==> src/rtl/ram8_block_engine_pkg.sv <==
// Shared definitions for the RAM8 block engine: default widths, op codes, FSM states.
package ram8_block_engine_pkg;

    localparam int DEF_DATA_W = 16;
    localparam int DEF_ADDR_W = 3;
    localparam int DEF_LEN_W  = DEF_ADDR_W + 1;

    typedef enum logic [1:0] {
        OP_FILL = 2'd0,
        OP_COPY = 2'd1,
        OP_SUM  = 2'd2,
        OP_RSVD = 2'd3
    } op_e;

    typedef enum logic [1:0] {
        ST_IDLE = 2'd0,
        ST_RD   = 2'd1,
        ST_WR   = 2'd2,
        ST_FIN  = 2'd3
    } state_e;

endpackage

==> src/rtl/ram8_block_engine_addr_gen.sv <==
// Window address generator: base + offset, wrapping modulo the RAM depth.
// Purely combinational; shared by the read (src) and write (dst) paths.
module ram8_block_engine_addr_gen #(
    parameter int ADDR_W = 3
) (
    input  logic [ADDR_W-1:0] base_i,
    input  logic [ADDR_W-1:0] cnt_i,
    output logic [ADDR_W-1:0] addr_o
);

    // Truncation to ADDR_W bits gives the 7->0 wrap for free.
    assign addr_o = base_i + cnt_i;

endmodule

==> src/rtl/ram8_block_engine.sv <==
// Block command engine (FILL/COPY/SUM) driving an 8-word register RAM over a wrapping window.
// FILL/SUM take N cycles and COPY 2N, plus one FIN cycle; start is ignored while busy.
module ram8_block_engine
    import ram8_block_engine_pkg::*;
#(
    parameter int DATA_W = DEF_DATA_W,
    parameter int ADDR_W = DEF_ADDR_W,
    parameter int LEN_W  = DEF_LEN_W
) (
    input  logic              clk,
    input  logic              rst_n,
    input  logic              start_i,
    input  logic [1:0]        op_i,
    input  logic [ADDR_W-1:0] src_i,
    input  logic [ADDR_W-1:0] dst_i,
    input  logic [LEN_W-1:0]  len_i,
    input  logic [DATA_W-1:0] fill_val_i,
    output logic              busy_o,
    output logic              done_o,
    output logic              err_o,
    output logic [DATA_W-1:0] result_o,
    output logic [ADDR_W-1:0] ram_addr_o,
    output logic              ram_load_o,
    output logic [DATA_W-1:0] ram_in_o,
    input  logic [DATA_W-1:0] ram_out_i
);

    localparam logic [LEN_W-1:0] DEPTH_L = LEN_W'(2 ** ADDR_W);

    state_e            state_q;
    op_e               op_q;
    logic [ADDR_W-1:0] src_q;
    logic [ADDR_W-1:0] dst_q;
    logic [LEN_W-1:0]  len_q;
    logic [LEN_W-1:0]  cnt_q;
    logic [DATA_W-1:0] fill_q;
    logic [DATA_W-1:0] data_q;
    logic [DATA_W-1:0] result_q;
    logic              busy_q;
    logic              done_q;
    logic              err_q;

    logic              last;
    logic [ADDR_W-1:0] base;
    logic [ADDR_W-1:0] win_addr;

    assign last = (cnt_q == len_q - 1'b1);
    assign base = (state_q == ST_WR) ? dst_q : src_q;

    ram8_block_engine_addr_gen #(
        .ADDR_W (ADDR_W)
    ) u_addr_gen (
        .base_i (base),
        .cnt_i  (cnt_q[ADDR_W-1:0]),
        .addr_o (win_addr)
    );

    always_ff @(posedge clk or negedge rst_n) begin
        if (!rst_n) begin
            state_q  <= ST_IDLE;
            op_q     <= OP_FILL;
            src_q    <= '0;
            dst_q    <= '0;
            len_q    <= '0;
            cnt_q    <= '0;
            fill_q   <= '0;
            data_q   <= '0;
            result_q <= '0;
            busy_q   <= 1'b0;
            done_q   <= 1'b0;
            err_q    <= 1'b0;
        end else begin
            done_q <= 1'b0;
            err_q  <= 1'b0;
            case (state_q)
                ST_IDLE: begin
                    if (start_i) begin
                        op_q   <= op_e'(op_i);
                        src_q  <= src_i;
                        dst_q  <= dst_i;
                        len_q  <= len_i;
                        fill_q <= fill_val_i;
                        cnt_q  <= '0;
                        busy_q <= 1'b1;
                        if (op_e'(op_i) == OP_RSVD || len_i > DEPTH_L) begin
                            state_q <= ST_FIN;
                            done_q  <= 1'b1;
                            err_q   <= 1'b1;
                        end else if (len_i == '0) begin
                            state_q <= ST_FIN;
                            done_q  <= 1'b1;
                        end else if (op_e'(op_i) == OP_FILL) begin
                            state_q <= ST_WR;
                        end else begin
                            state_q <= ST_RD;
                            if (op_e'(op_i) == OP_SUM) begin
                                result_q <= '0;
                            end
                        end
                    end
                end
                ST_RD: begin
                    if (op_q == OP_COPY) begin
                        data_q  <= ram_out_i;
                        state_q <= ST_WR;
                    end else begin
                        result_q <= result_q + ram_out_i;
                        cnt_q    <= cnt_q + 1'b1;
                        if (last) begin
                            state_q <= ST_FIN;
                            done_q  <= 1'b1;
                        end
                    end
                end
                ST_WR: begin
                    cnt_q <= cnt_q + 1'b1;
                    if (last) begin
                        state_q <= ST_FIN;
                        done_q  <= 1'b1;
                    end else if (op_q == OP_FILL) begin
                        state_q <= ST_WR;
                    end else begin
                        state_q <= ST_RD;
                    end
                end
                ST_FIN: begin
                    state_q <= ST_IDLE;
                    busy_q  <= 1'b0;
                end
                default: begin
                    state_q <= ST_IDLE;
                    busy_q  <= 1'b0;
                end
            endcase
        end
    end

    // RAM port is a pure decode of registered state, so load falls with the async reset.
    assign ram_load_o = (state_q == ST_WR);
    assign ram_addr_o = (state_q == ST_RD || state_q == ST_WR) ? win_addr : '0;
    assign ram_in_o   = (state_q != ST_WR) ? '0 :
                        (op_q == OP_FILL)  ? fill_q : data_q;

    assign busy_o   = busy_q;
    assign done_o   = done_q;
    assign err_o    = err_q;
    assign result_o = result_q;

endmodule

==> config.mk <==
export PLATFORM = sky130hd
export DESIGN_NAME = ram8_block_engine
export DESIGN_NICKNAME = d
export VERILOG_FILES = /design/src/rtl/ram8_block_engine_pkg.sv /design/src/rtl/ram8_block_engine_addr_gen.sv /design/src/rtl/ram8_block_engine.sv
export SDC_FILE = /design/constraint.sdc
export NUM_CORES = 1
export LEC_CHECK = 0
export CELL_PAD_IN_SITES_DETAIL_PLACEMENT = 1
export CELL_PAD_IN_SITES_GLOBAL_PLACEMENT = 1
export CORE_MARGIN = 4
export CORE_UTILIZATION = 36
export CTS_CLUSTER_SIZE = 12
export DETAILED_ROUTE_END_ITERATION = 12
export PLACE_DENSITY_LB_ADDON = 0.1
export SLEW_MARGIN = 20
export SYNTH_ARGS = -nofsm -noshare
export SYNTH_HDL_FRONTEND = slang
export SYNTH_SLANG_ARGS = --single-unit
==> constraint.sdc <==
create_clock -name clk -period 3 [get_ports clk]
set_clock_uncertainty 0.1 [all_clocks]
set_input_delay 0.9 -clock clk [delete_from_list [all_inputs] [get_ports clk]]
set_output_delay 0.9 -clock clk [all_outputs]
set_load 0.02 [all_outputs]
==> impl_metrics.env <==
export IMPL_grt_pass1_wl_um=18830
export IMPL_yosysTopAreaCell="dfrtp_1"
export IMPL_core_um2=10890
export IMPL_worst_pin_slew_ps=767.2
export IMPL_setup_viol=2
export IMPL_clock_sinks=69
export IMPL_path_clk_slew_ps=70
export IMPL_cts_path_max_buffers=2
export IMPL_maxCapViolations=0
export IMPL_area_delta_synth_final_pct=38.39
export IMPL_worstSetupPathType="reg -> out"
export IMPL_final_antenna_net_count=0
export IMPL_path_cells="ha_4, mux2_4, ha_4, inv_2, fa_2, xnor2_2, xnor2_1, and2_4, buf_6"
export IMPL_drt_met1_wl_um=5225
export IMPL_synth_nets=448
export IMPL_cp_start_kind="flop"
export IMPL_worstSetupEndpointType="primary output"
export IMPL_dr_pass1_iters=4
export IMPL_slew_headroom=0.4831
export IMPL_met2_length_um=5265
export IMPL_synth_seq_cells=69
export IMPL_final_util=0.5095
export IMPL_die_x_um=113.5
export IMPL_routedWlPerCell_um=17.19
export IMPL_synth_area_um2=4009
export IMPL_yosysSeqAreaShare=0.4307
export IMPL_htreeDepth=3
export IMPL_violations="negative setup slack"
export IMPL_track_usage=0.1850
export IMPL_r2r_slack_ps=420
export IMPL_grt_setup_unrepaired="true"
export IMPL_critPathTopFamily="adder cells"
export IMPL_worst_path_buf_inv=2
export IMPL_cp_common_cell="ha_4"
export IMPL_ios=86
export IMPL_cts_tree="built"
export IMPL_crit_required_ps=2000
export IMPL_syn_avg_cell_area_um2=10.63
export IMPL_min_from="data_q[15]"
export IMPL_dp_hpwl_um=8440
export IMPL_reg2reg_depth=8
export IMPL_drc=0
export IMPL_hold_viol=0
export IMPL_wirelength_um=11260
export IMPL_arrival_ps=2200
export IMPL_drt_iter0_markers=128
export IMPL_drt_vias_per_instance=5.026
export IMPL_synth_cell_types=49
export IMPL_r2r_start="result_o[0]"
export IMPL_dr_max_layer_used="met4"
export IMPL_critPathMaxStageDelay_ps=410
export IMPL_synth_flop_cell="dfrtp_1"
export IMPL_gp_congestion=0.8346
export IMPL_synthTopCellsByArea="dfrtp_1 43%, mux2_2 12%, ha_1 6.9%"
export IMPL_dieArea_um2=12890
export IMPL_cp_slowest_cell="dfrtp_1"
export IMPL_fin_tns_setup_ps=-366.8
export IMPL_post_route_period_util=1.068
export IMPL_rows=38
export IMPL_status="complete, but fails checks"
export IMPL_synth_edf_count=0
export IMPL_worstSkewPairLatency_ps=360
export IMPL_whs_endpoint="data_q[15]"
export IMPL_overflow=0
export IMPL_nNetsFinal=581
export IMPL_n_antenna_cell=0
export IMPL_max_freq_mhz=312.2
export IMPL_vdd_ir_drop_max_uv=371.8
export IMPL_critPathLaunch="state_q[1]"
export IMPL_fillers=1226
export IMPL_numCtsBuffers=9
export IMPL_power_leakage_nw=2.505
export IMPL_reg2reg_to="result_o[12]"
export IMPL_worstPathMaxFanout=2
export IMPL_antenna_found_initial=0
export IMPL_yosysTopAreaCellShare=0.4307
export IMPL_route_met3_wl_um=627
export IMPL_dieHeight_um=113.5
export IMPL_port_buffers=85
export IMPL_period_minus_slack_ps=3203
export IMPL_start_util=0.3682
export IMPL_ys_warn_count=0
export IMPL_grt_max_degree=70
export IMPL_fin_ws_ps=-203.1
export IMPL_cts_root_buf="clkbuf_8"
export IMPL_grt_pass1_vias=3677
export IMPL_drive_gt1_frac=0.2854
export IMPL_vias=3292
export IMPL_syn_inst=377
export IMPL_min_delay_path_class="reg -> reg"
export IMPL_async_flop_share=1.000
export IMPL_dp_slack_ps=-605.0
export IMPL_report_final_slew_viol_count=0
export IMPL_holdBufCountCts=0
export IMPL_powerDensity_nw_per_um2=1081
export IMPL_min_path_cells=2
-- synthesized netlist by cell type, types with 2 or more instances --
cell type / instances
a22o_1: 12
mux2_2: 44
o21ai_0: 22
buf_6: 2
xor2_1: 6
nor2_1: 13
nand2_1: 51
or3_1: 2
mux2i_1: 3
a211oi_1: 3
a21o_1: 6
o21bai_1: 4
a21oi_1: 18
a22o_2: 5
a21boi_0: 16
a31oi_1: 2
dfrtp_1: 69
clkbuf_1: 10
and2_1: 2
o21a_1: 2
a211o_1: 2
nand2b_1: 3
fa_1: 2
xnor2_1: 14
inv_1: 13
ha_1: 22
nor3_1: 4
nand3_1: 3
nor2b_1: 2
-- cell type report --
| type | instances | area [um2] | area share |
|---|---|---|---|
| Sequential cell | 69 | 1727 | 0.3112 |
| Inverter | 13 | 48.80 | 0.008796 |
| Timing Repair Buffer | 136 | 1194 | 0.2152 |
| Clock buffer | 11 | 151.4 | 0.02729 |
| Multi-Input combinational cell | 281 | 2217 | 0.3996 |
| Tap cell | 140 | 175.2 | 0.03157 |
| Clock inverter | 5 | 35.03 | 0.006315 |
-- cells in the final DEF (no fill, tap or decap), types with 2 or more instances in the layout --
master | Yosys | layout
a211o_1 | 2 | 2
a211oi_1 | 3 | 3
a21boi_0 | 16 | 16
a21o_1 | 6 | 6
a21oi_1 | 18 | 18
a22o_1 | 12 | 12
a22o_2 | 5 | 5
a31oi_1 | 2 | 2
buf_4 | 1 | 50
buf_6 | 2 | 2
clkbuf_2 | 0 | 9
clkbuf_8 | 0 | 11
clkdlybuf4s15_1 | 0 | 4
clkdlybuf4s50_1 | 0 | 62
clkinvlp_4 | 0 | 4
dfrtp_1 | 69 | 69
dlygate4sd2_1 | 0 | 6
fa_2 | 0 | 2
ha_1 | 22 | 19
ha_4 | 0 | 2
inv_1 | 13 | 11
inv_2 | 0 | 2
mux2_2 | 44 | 43
mux2i_1 | 3 | 3
nand2_1 | 51 | 51
nand2b_1 | 3 | 3
nand3_1 | 3 | 3
nor2_1 | 13 | 12
nor3_1 | 4 | 4
o21a_1 | 2 | 2
o21ai_0 | 22 | 20
o21ai_1 | 0 | 2
o21bai_1 | 4 | 4
or3_1 | 2 | 2
xnor2_1 | 14 | 13
xor2_1 | 6 | 6
-- logic make-up after synthesis --
group / after synthesis / synth area share
xor gates and xnor gates: 20 / 0.04370
and+or+nand+nor: 88 / 0.09894
buffers and inverters: 27 / 0.03028
DFF: 69 / 0.4307
adders and majority gates: 24 / 0.07865
AOI/OAI and AO/OA: 101 / 0.1810
muxes: 48 / 0.1367
-- sequential cells by signal, indices dropped and copies added, names as in the netlist --
register	count
done_o	1
cnt_q	4
busy_o	1
op_q	2
data_q	16
fill_q	16
len_q	4
err_o	1
result_o	16
src_q	3
state_q	2
dst_q	3
-- timing repair --
item	CTS	global route
gates cloned	0	0
setup buffers	2	1
setup endpoints to repair	23	19
gates resized for setup	41	32
pin swaps	10	6
-- worst register-to-register path, stage by stage, from the launching register on --
cell	delay (ps)
dfrtp_1	410
ha_2	210
fa_2	360
a211o_1	290
a211o_1	320
a2111oi_2	310
o21bai_1	130
xnor2_1	140
a22o_1	190
-- per-layer routing --
metal / up-vias / global-route usage
li1: 1604 / -
met1: 1602 / 0.2451
met2: 75 / 0.2988
met3: 11 / 0.05040
met4: 0 / 0.05048
met5: - / 0
-- metrics by stage --
stage | power, mW | instance area, um2 | std cells | hold slack, ps
floorplan | 3.880 | 4044 | 377 | 349.7
global placement | 5.186 | 5354 | 636 | 372.6
detailed placement | 5.299 | 5354 | 636 | 381.5
CTS | 6.073 | 5567 | 654 | 400.5
global route | 6.495 | 5548 | 655 | 423.7
finish | 6.000 | 5548 | 655 | 395.8
-- how the worst max path moves through the flow --
stage	to	cells after the start
5_1_grt	ram_addr_o[2]	10
3_5_place_dp	result_o[12]	9
2_1_floorplan	ram_addr_o[2]	10
4_1_cts	ram_addr_o[2]	9
6_report	ram_addr_o[2]	9
3_3_place_gp	result_o[12]	9
-- where the power goes --
group / total (mW) / switching [mW] / internal, mW
clock: 0.723 / 0.380 / 0.343
combinational: 3.60 / 1.81 / 1.79
sequential: 1.67 / 0.296 / 1.38
total: 6.00 / 2.49 / 3.51
(Power assumes the default switching activity.)
